`config.mk`:
```
export PLATFORM = sky130hd
export DESIGN_NAME = arqui_ctrl_fsm
export DESIGN_NICKNAME = d
export VERILOG_FILES = /design/src/rtl/arqui_pkg.sv /design/src/rtl/arqui_th_regs.sv /design/src/rtl/arqui_ctrl_fsm.sv
export SDC_FILE = /design/constraint.sdc
export NUM_CORES = 1
export LEC_CHECK = 0
export CAP_MARGIN = 15
export CORE_MARGIN = 5
export CORE_UTILIZATION = 46
export CTS_BUF_LIST = sky130_fd_sc_hd__clkbuf_4
export DETAILED_ROUTE_END_ITERATION = 10
export PLACE_DENSITY = 0.87
export SLEW_MARGIN = 20
export SYNTH_ARGS = -nofsm -noshare
export SYNTH_HDL_FRONTEND = slang
export SYNTH_SLANG_ARGS = --single-unit
```
`constraint.sdc`:
```
create_clock -name clk -period 2.2 [get_ports clk]
set_input_delay 0.33 -clock clk [delete_from_list [all_inputs] [get_ports clk]]
set_output_delay 0.33 -clock clk [all_outputs]
set_load 0.02 [all_outputs]
```
`src/rtl/arqui_pkg.sv`:
```
// arqui_pkg: shared state encoding, FIFO indices and default widths for the arqui control slice.
// Rev 1.0
`default_nettype none

package arqui_pkg;

  localparam int MF_TH_W_DEF = 2;
  localparam int VC_TH_W_DEF = 4;
  localparam int DF_TH_W_DEF = 2;
  localparam int N_FIFO_DEF  = 5;

  // Bit positions inside fifo_empty / fifo_err / error_out
  localparam int IDX_MAIN = 0;
  localparam int IDX_VC0  = 1;
  localparam int IDX_VC1  = 2;
  localparam int IDX_D0   = 3;
  localparam int IDX_D1   = 4;

  typedef enum logic [2:0] {
    ST_RESET  = 3'd0,
    ST_INIT   = 3'd1,
    ST_IDLE   = 3'd2,
    ST_ACTIVE = 3'd3,
    ST_ERROR  = 3'd4
  } state_e;

endpackage

`default_nettype wire

```
`src/rtl/arqui_th_regs.sv`:
```
// arqui_th_regs: threshold register bank with af>ae validity check on the set being loaded.
// Rev 1.0
`default_nettype none

module arqui_th_regs #(
  parameter int MF_TH_W = 2,
  parameter int VC_TH_W = 4,
  parameter int DF_TH_W = 2
) (
  input  logic               clk,
  input  logic               reset_L,
  input  logic               load_i,
  input  logic [MF_TH_W-1:0] afMF_i,
  input  logic [MF_TH_W-1:0] aeMF_i,
  input  logic [VC_TH_W-1:0] afVC_i,
  input  logic [VC_TH_W-1:0] aeVC_i,
  input  logic [DF_TH_W-1:0] afDF_i,
  input  logic [DF_TH_W-1:0] aeDF_i,
  output logic [MF_TH_W-1:0] afMF_o,
  output logic [MF_TH_W-1:0] aeMF_o,
  output logic [VC_TH_W-1:0] afVC_o,
  output logic [VC_TH_W-1:0] aeVC_o,
  output logic [DF_TH_W-1:0] afDF_o,
  output logic [DF_TH_W-1:0] aeDF_o,
  output logic               cfg_valid_o
);

  logic [MF_TH_W-1:0] afMF_q, aeMF_q;
  logic [VC_TH_W-1:0] afVC_q, aeVC_q;
  logic [DF_TH_W-1:0] afDF_q, aeDF_q;

  // Validity refers to the inputs so the FSM can judge the set captured on this same edge
  assign cfg_valid_o = (afMF_i > aeMF_i) && (afVC_i > aeVC_i) && (afDF_i > aeDF_i);

  always_ff @(posedge clk or negedge reset_L) begin
    if (!reset_L) begin
      afMF_q <= '0;
      aeMF_q <= '0;
      afVC_q <= '0;
      aeVC_q <= '0;
      afDF_q <= '0;
      aeDF_q <= '0;
    end else if (load_i) begin
      afMF_q <= afMF_i;
      aeMF_q <= aeMF_i;
      afVC_q <= afVC_i;
      aeVC_q <= aeVC_i;
      afDF_q <= afDF_i;
      aeDF_q <= aeDF_i;
    end
  end

  assign afMF_o = afMF_q;
  assign aeMF_o = aeMF_q;
  assign afVC_o = afVC_q;
  assign aeVC_o = aeVC_q;
  assign afDF_o = afDF_q;
  assign aeDF_o = aeDF_q;

endmodule

`default_nettype wire

```
`src/rtl/arqui_ctrl_fsm.sv`:
```
// arqui_ctrl_fsm: control FSM for the arqui datapath; threshold distribution, occupancy and sticky error tracking.
// Rev 1.0
`default_nettype none

module arqui_ctrl_fsm
  import arqui_pkg::*;
#(
  parameter int MF_TH_W = MF_TH_W_DEF,
  parameter int VC_TH_W = VC_TH_W_DEF,
  parameter int DF_TH_W = DF_TH_W_DEF,
  parameter int N_FIFO  = N_FIFO_DEF
) (
  input  logic               clk,
  input  logic               reset_L,
  input  logic               init,
  input  logic [MF_TH_W-1:0] afMF_i,
  input  logic [MF_TH_W-1:0] aeMF_i,
  input  logic [VC_TH_W-1:0] afVC_i,
  input  logic [VC_TH_W-1:0] aeVC_i,
  input  logic [DF_TH_W-1:0] afDF_i,
  input  logic [DF_TH_W-1:0] aeDF_i,
  input  logic [N_FIFO-1:0]  fifo_empty,
  input  logic [N_FIFO-1:0]  fifo_err,
  output logic [MF_TH_W-1:0] afMF_o,
  output logic [MF_TH_W-1:0] aeMF_o,
  output logic [VC_TH_W-1:0] afVC_o,
  output logic [VC_TH_W-1:0] aeVC_o,
  output logic [DF_TH_W-1:0] afDF_o,
  output logic [DF_TH_W-1:0] aeDF_o,
  output logic               idle_out,
  output logic               active_out,
  output logic [N_FIFO-1:0]  error_out,
  output logic               cfg_error,
  output logic [2:0]         state_o
);

  state_e            state_q;
  logic              idle_q;
  logic              active_q;
  logic              cfg_err_q;
  logic [N_FIFO-1:0] err_q;
  logic              cfg_valid;
  logic              th_load;

  assign th_load = (state_q == ST_INIT);

  arqui_th_regs #(
    .MF_TH_W (MF_TH_W),
    .VC_TH_W (VC_TH_W),
    .DF_TH_W (DF_TH_W)
  ) u_th_regs (
    .clk         (clk),
    .reset_L     (reset_L),
    .load_i      (th_load),
    .afMF_i      (afMF_i),
    .aeMF_i      (aeMF_i),
    .afVC_i      (afVC_i),
    .aeVC_i      (aeVC_i),
    .afDF_i      (afDF_i),
    .aeDF_i      (aeDF_i),
    .afMF_o      (afMF_o),
    .aeMF_o      (aeMF_o),
    .afVC_o      (afVC_o),
    .aeVC_o      (aeVC_o),
    .afDF_o      (afDF_o),
    .aeDF_o      (aeDF_o),
    .cfg_valid_o (cfg_valid)
  );

  always_ff @(posedge clk or negedge reset_L) begin
    if (!reset_L) begin
      state_q   <= ST_RESET;
      idle_q    <= 1'b0;
      active_q  <= 1'b0;
      cfg_err_q <= 1'b0;
      err_q     <= '0;
    end else begin
      case (state_q)
        ST_RESET: begin
          state_q  <= ST_INIT;
          idle_q   <= 1'b0;
          active_q <= 1'b0;
        end
        ST_INIT: begin
          cfg_err_q <= !cfg_valid;
          if (!init && cfg_valid) begin
            state_q <= ST_IDLE;
            idle_q  <= 1'b1;
          end
        end
        ST_IDLE, ST_ACTIVE: begin
          // Error outranks a re-init request arriving in the same cycle
          if (|fifo_err) begin
            state_q  <= ST_ERROR;
            idle_q   <= 1'b0;
            active_q <= 1'b0;
            err_q    <= err_q | fifo_err;
          end else if (init) begin
            state_q  <= ST_INIT;
            idle_q   <= 1'b0;
            active_q <= 1'b0;
          end else if (&fifo_empty) begin
            state_q  <= ST_IDLE;
            idle_q   <= 1'b1;
            active_q <= 1'b0;
          end else begin
            state_q  <= ST_ACTIVE;
            idle_q   <= 1'b0;
            active_q <= 1'b1;
          end
        end
        ST_ERROR: begin
          idle_q   <= 1'b0;
          active_q <= 1'b0;
          err_q    <= err_q | fifo_err;
        end
        default: begin
          state_q  <= ST_RESET;
          idle_q   <= 1'b0;
          active_q <= 1'b0;
        end
      endcase
    end
  end

  assign idle_out   = idle_q;
  assign active_out = active_q;
  assign error_out  = err_q;
  assign cfg_error  = cfg_err_q;
  assign state_o    = state_q;

endmodule

`default_nettype wire

```
==> qor.csv <==
metric,value,unit
Overall Power,0.00123,W
post-synthesis mux area share,14.3,%
final worst-path cycle share,81.5,%
top_reg_cell synth,dfrtp_1,
DP Area,1850,um^2
Max VDD drop,0.525,mV
Hold WS,0.349,ns
max_slew headroom,68.4,%
Die W,62.3,um
DP Cell Count,192,
met2 routed WL,1710,um
Die ar.,3880,um^2
PortBufs,55,
post_cts resized,0,
actual slew at the worst max-slew pin,0.471,ns
RSZ-0062 raised after global routing,no,
fill count,191,
"antenna viol nets, final",0,
Post-Syn Nets,143,
drt first pass iters,4,
Crit Path Category,reg2out,
number of global-route vias before repair,1118,
CP endpoint kind,output port,
"wirelength, routed",3040,um
CP Cell Sequence,clkdlybuf4s50_1,
main combinational cell family by area after synthesis,multiplexers,
total gr overflow,0,
gr usage total,16.6,%
Clock transition at path regs,0.15,ns
Final TNS setup,0,ns
Fmax achieved,558,MHz
Vias/cell,5.11,
Synth cell types,26,
routed length per instance,15.5,um
Buffers & Inverters on Critical Path,1,
CP Launch Type,register,
pwr dens,655,nW/um^2
Crit path max-delay family,buffers and inverters,
dpl hpwl,2450,um
core area,2690,um^2
fin crit period,1.79,ns
Lkg Pwr,0.818,nW
DR top layer,met4,
initial antenna violation count,0,
Synth Area in Simple Gates,8.65,%
CTS root buffer,clkbuf_4,
Ant. Diodes,0,
IO Count,56,
post-route design area,1880,um^2
endpoints failing setup,0,
Post-route DRC,0,
compound-cell area share of the yosys netlist,10.7,%
Critical Path Max Stage Delay,0.65,ns
P&R area growth vs syn,49.4,%
# nets final,203,
number of enable flip-flop cells after synthesis,0,
largest net degree at the start of global routing,28,
"Max FO, Critical Path",7,
wire length on met1,1170,um
Die H,62.3,um
CTS buffer count,3,
synthesized area,1260,um^2
cts-stage hold buffer count,0,
postcts setup bufs,0,
FF/Latch Area,676,um^2
DR vias,1001,
syn avg cell area,11.9,um^2
CTS tree,yes,
Critical Path AT,1.46,ns
worst clock skew,0.00744,ns
Hold Crit Class,in2async,
WL met3,136,um
sequential share of the synthesized area,53.7,%
initial core utilization,46.9,%
share of cells above drive strength 1,15.2,%
Non-Filler Instances,196,
H-tree Lvls,1,
Hold Fails Final Rpt,0,
Max Slew Vio Count,0,
Syn Inst Count,106,
clk buf depth,2,
Synth warnings,0,
Post-Synth XOR/XNOR Area,0,%
Seq cells post-synth,27,
clk_lat worst skew,0.33,ns
# clock sinks,27,
run status,finished clean,
slowest CP cell,clkdlybuf4s50_1,
first-pass GRT wire length,5290,um
asr flop ratio synth,100,%
post-synthesis adder-cell area fraction,7.95,%
GPL Wtd Cong,0.762,
Row Count,19,
area of the multi-input gates,524,um^2
Max-cap violations,0,
Crit path required time,1.87,ns
violation count after the first detailed-route iteration,20,
[logic make-up (layout without fill, tap and decap cells)]
logic type | after synthesis | count (layout)
AO/OA/AOI/OAI | 20 | 20
adder cells (fa/ha/maj) | 8 | 8
buffers and inverters | 15 | 74
flip-flops | 27 | 27
multiplexers | 16 | 16
AND/OR/NAND/NOR | 20 | 20
[final cells by class]
| class | count | area share, % |
|---|---|---|
| Clock inverter | 1 | 0.266 |
| Inverter | 13 | 2.59 |
| Timing Repair Buffer | 57 | 30.1 |
| Tap cell | 31 | 2.06 |
| Multi-Input combinational cell | 64 | 27.9 |
| Sequential cell | 27 | 35.9 |
| Clock buffer | 3 | 1.20 |
[power breakdown]
group	switching [W]	internal, W	total, W
sequential	0.0000333	0.000555	0.000588
combinational	0.000199	0.000226	0.000425
clock	0.000151	0.0000682	0.000219
[Yosys cell counts (2+ instances only)]
cell type / number / area, um^2
nor3_1: 3 / 15.0
a21oi_1: 4 / 20.0
ha_1: 8 / 100
dfrtp_1: 27 / 676
a21o_1: 5 / 37.5
o21ai_0: 4 / 20.0
nand2_1: 4 / 15.0
mux2_2: 15 / 169
inv_1: 13 / 48.8
buf_2: 2 / 10.0
nand3_1: 4 / 20.0
nor2_1: 3 / 11.3
[registers in the layout, summed over array words and instances (netlist names)]
name              count
u_th_regs.afVC_o      4
u_th_regs.afMF_o      2
cfg_error             1
u_th_regs.aeMF_o      2
u_th_regs.afDF_o      2
state_o               3
idle_out              1
active_out            1
error_out             5
u_th_regs.aeDF_o      2
u_th_regs.aeVC_o      4
[per-layer routing]
| metal | track usage, % | up-vias |
|---|---|---|
| li1 | - | 487 |
| met2 | 31.5 | 25 |
| met5 | 0 | - |
| met3 | 2.88 | 4 |
| met1 | 18.6 | 485 |
| met4 | 4.77 | 0 |
[per-stage QoR]
stage,setup slack (ns),util [%]
2_1_floorplan,0.736,-
3_3_place_gp,0.191,69.0
3_5_place_dp,0.136,69.0
4_1_cts,0.394,70.0
5_1_grt,0.282,70.0
6_report,0.406,70.0
[placed cells by master, fill, tap and decap left out, drive strengths merged]
master / Yosys / routed
clkdlybuf4s50: 0 / 55
dfrtp: 27 / 27
mux2: 16 / 16
inv: 13 / 13
ha: 8 / 8
a21o: 5 / 5
a21oi: 5 / 5
nand3: 4 / 4
nand2: 4 / 4
o21ai: 4 / 4
nor2: 4 / 4
nor3: 3 / 3
clkbuf: 0 / 3
buf: 2 / 2
or3: 1 / 1
or4: 1 / 1
o31ai: 1 / 1
nor2b: 1 / 1
o22ai: 1 / 1
a22o: 1 / 1
a31oi: 1 / 1
nand4: 1 / 1
and2: 1 / 1
a21boi: 1 / 1
o21bai: 1 / 1
clkinv: 0 / 1
[path summary, 6_finish.rpt]
kind | from | endpoint | slack, ns | cells past startpoint
worst min-delay path | reset_L | u_th_regs.aeDF_o[0] | 0.35 | 2
worst min register to register | error_out[4] | error_out[4] | 0.48 | 1
worst max register to register | state_o[1] | u_th_regs.aeVC_o[3] | 0.63 | 2
max in group asynchronous | reset_L | state_o[0] | 1.59 | 2
min in group clk | error_out[4] | error_out[4] | 0.48 | 1
worst max-delay path | state_o[2] | state_o[2] | 0.41 | 1
No activity file was read; power rests on OpenSTA's default activity.
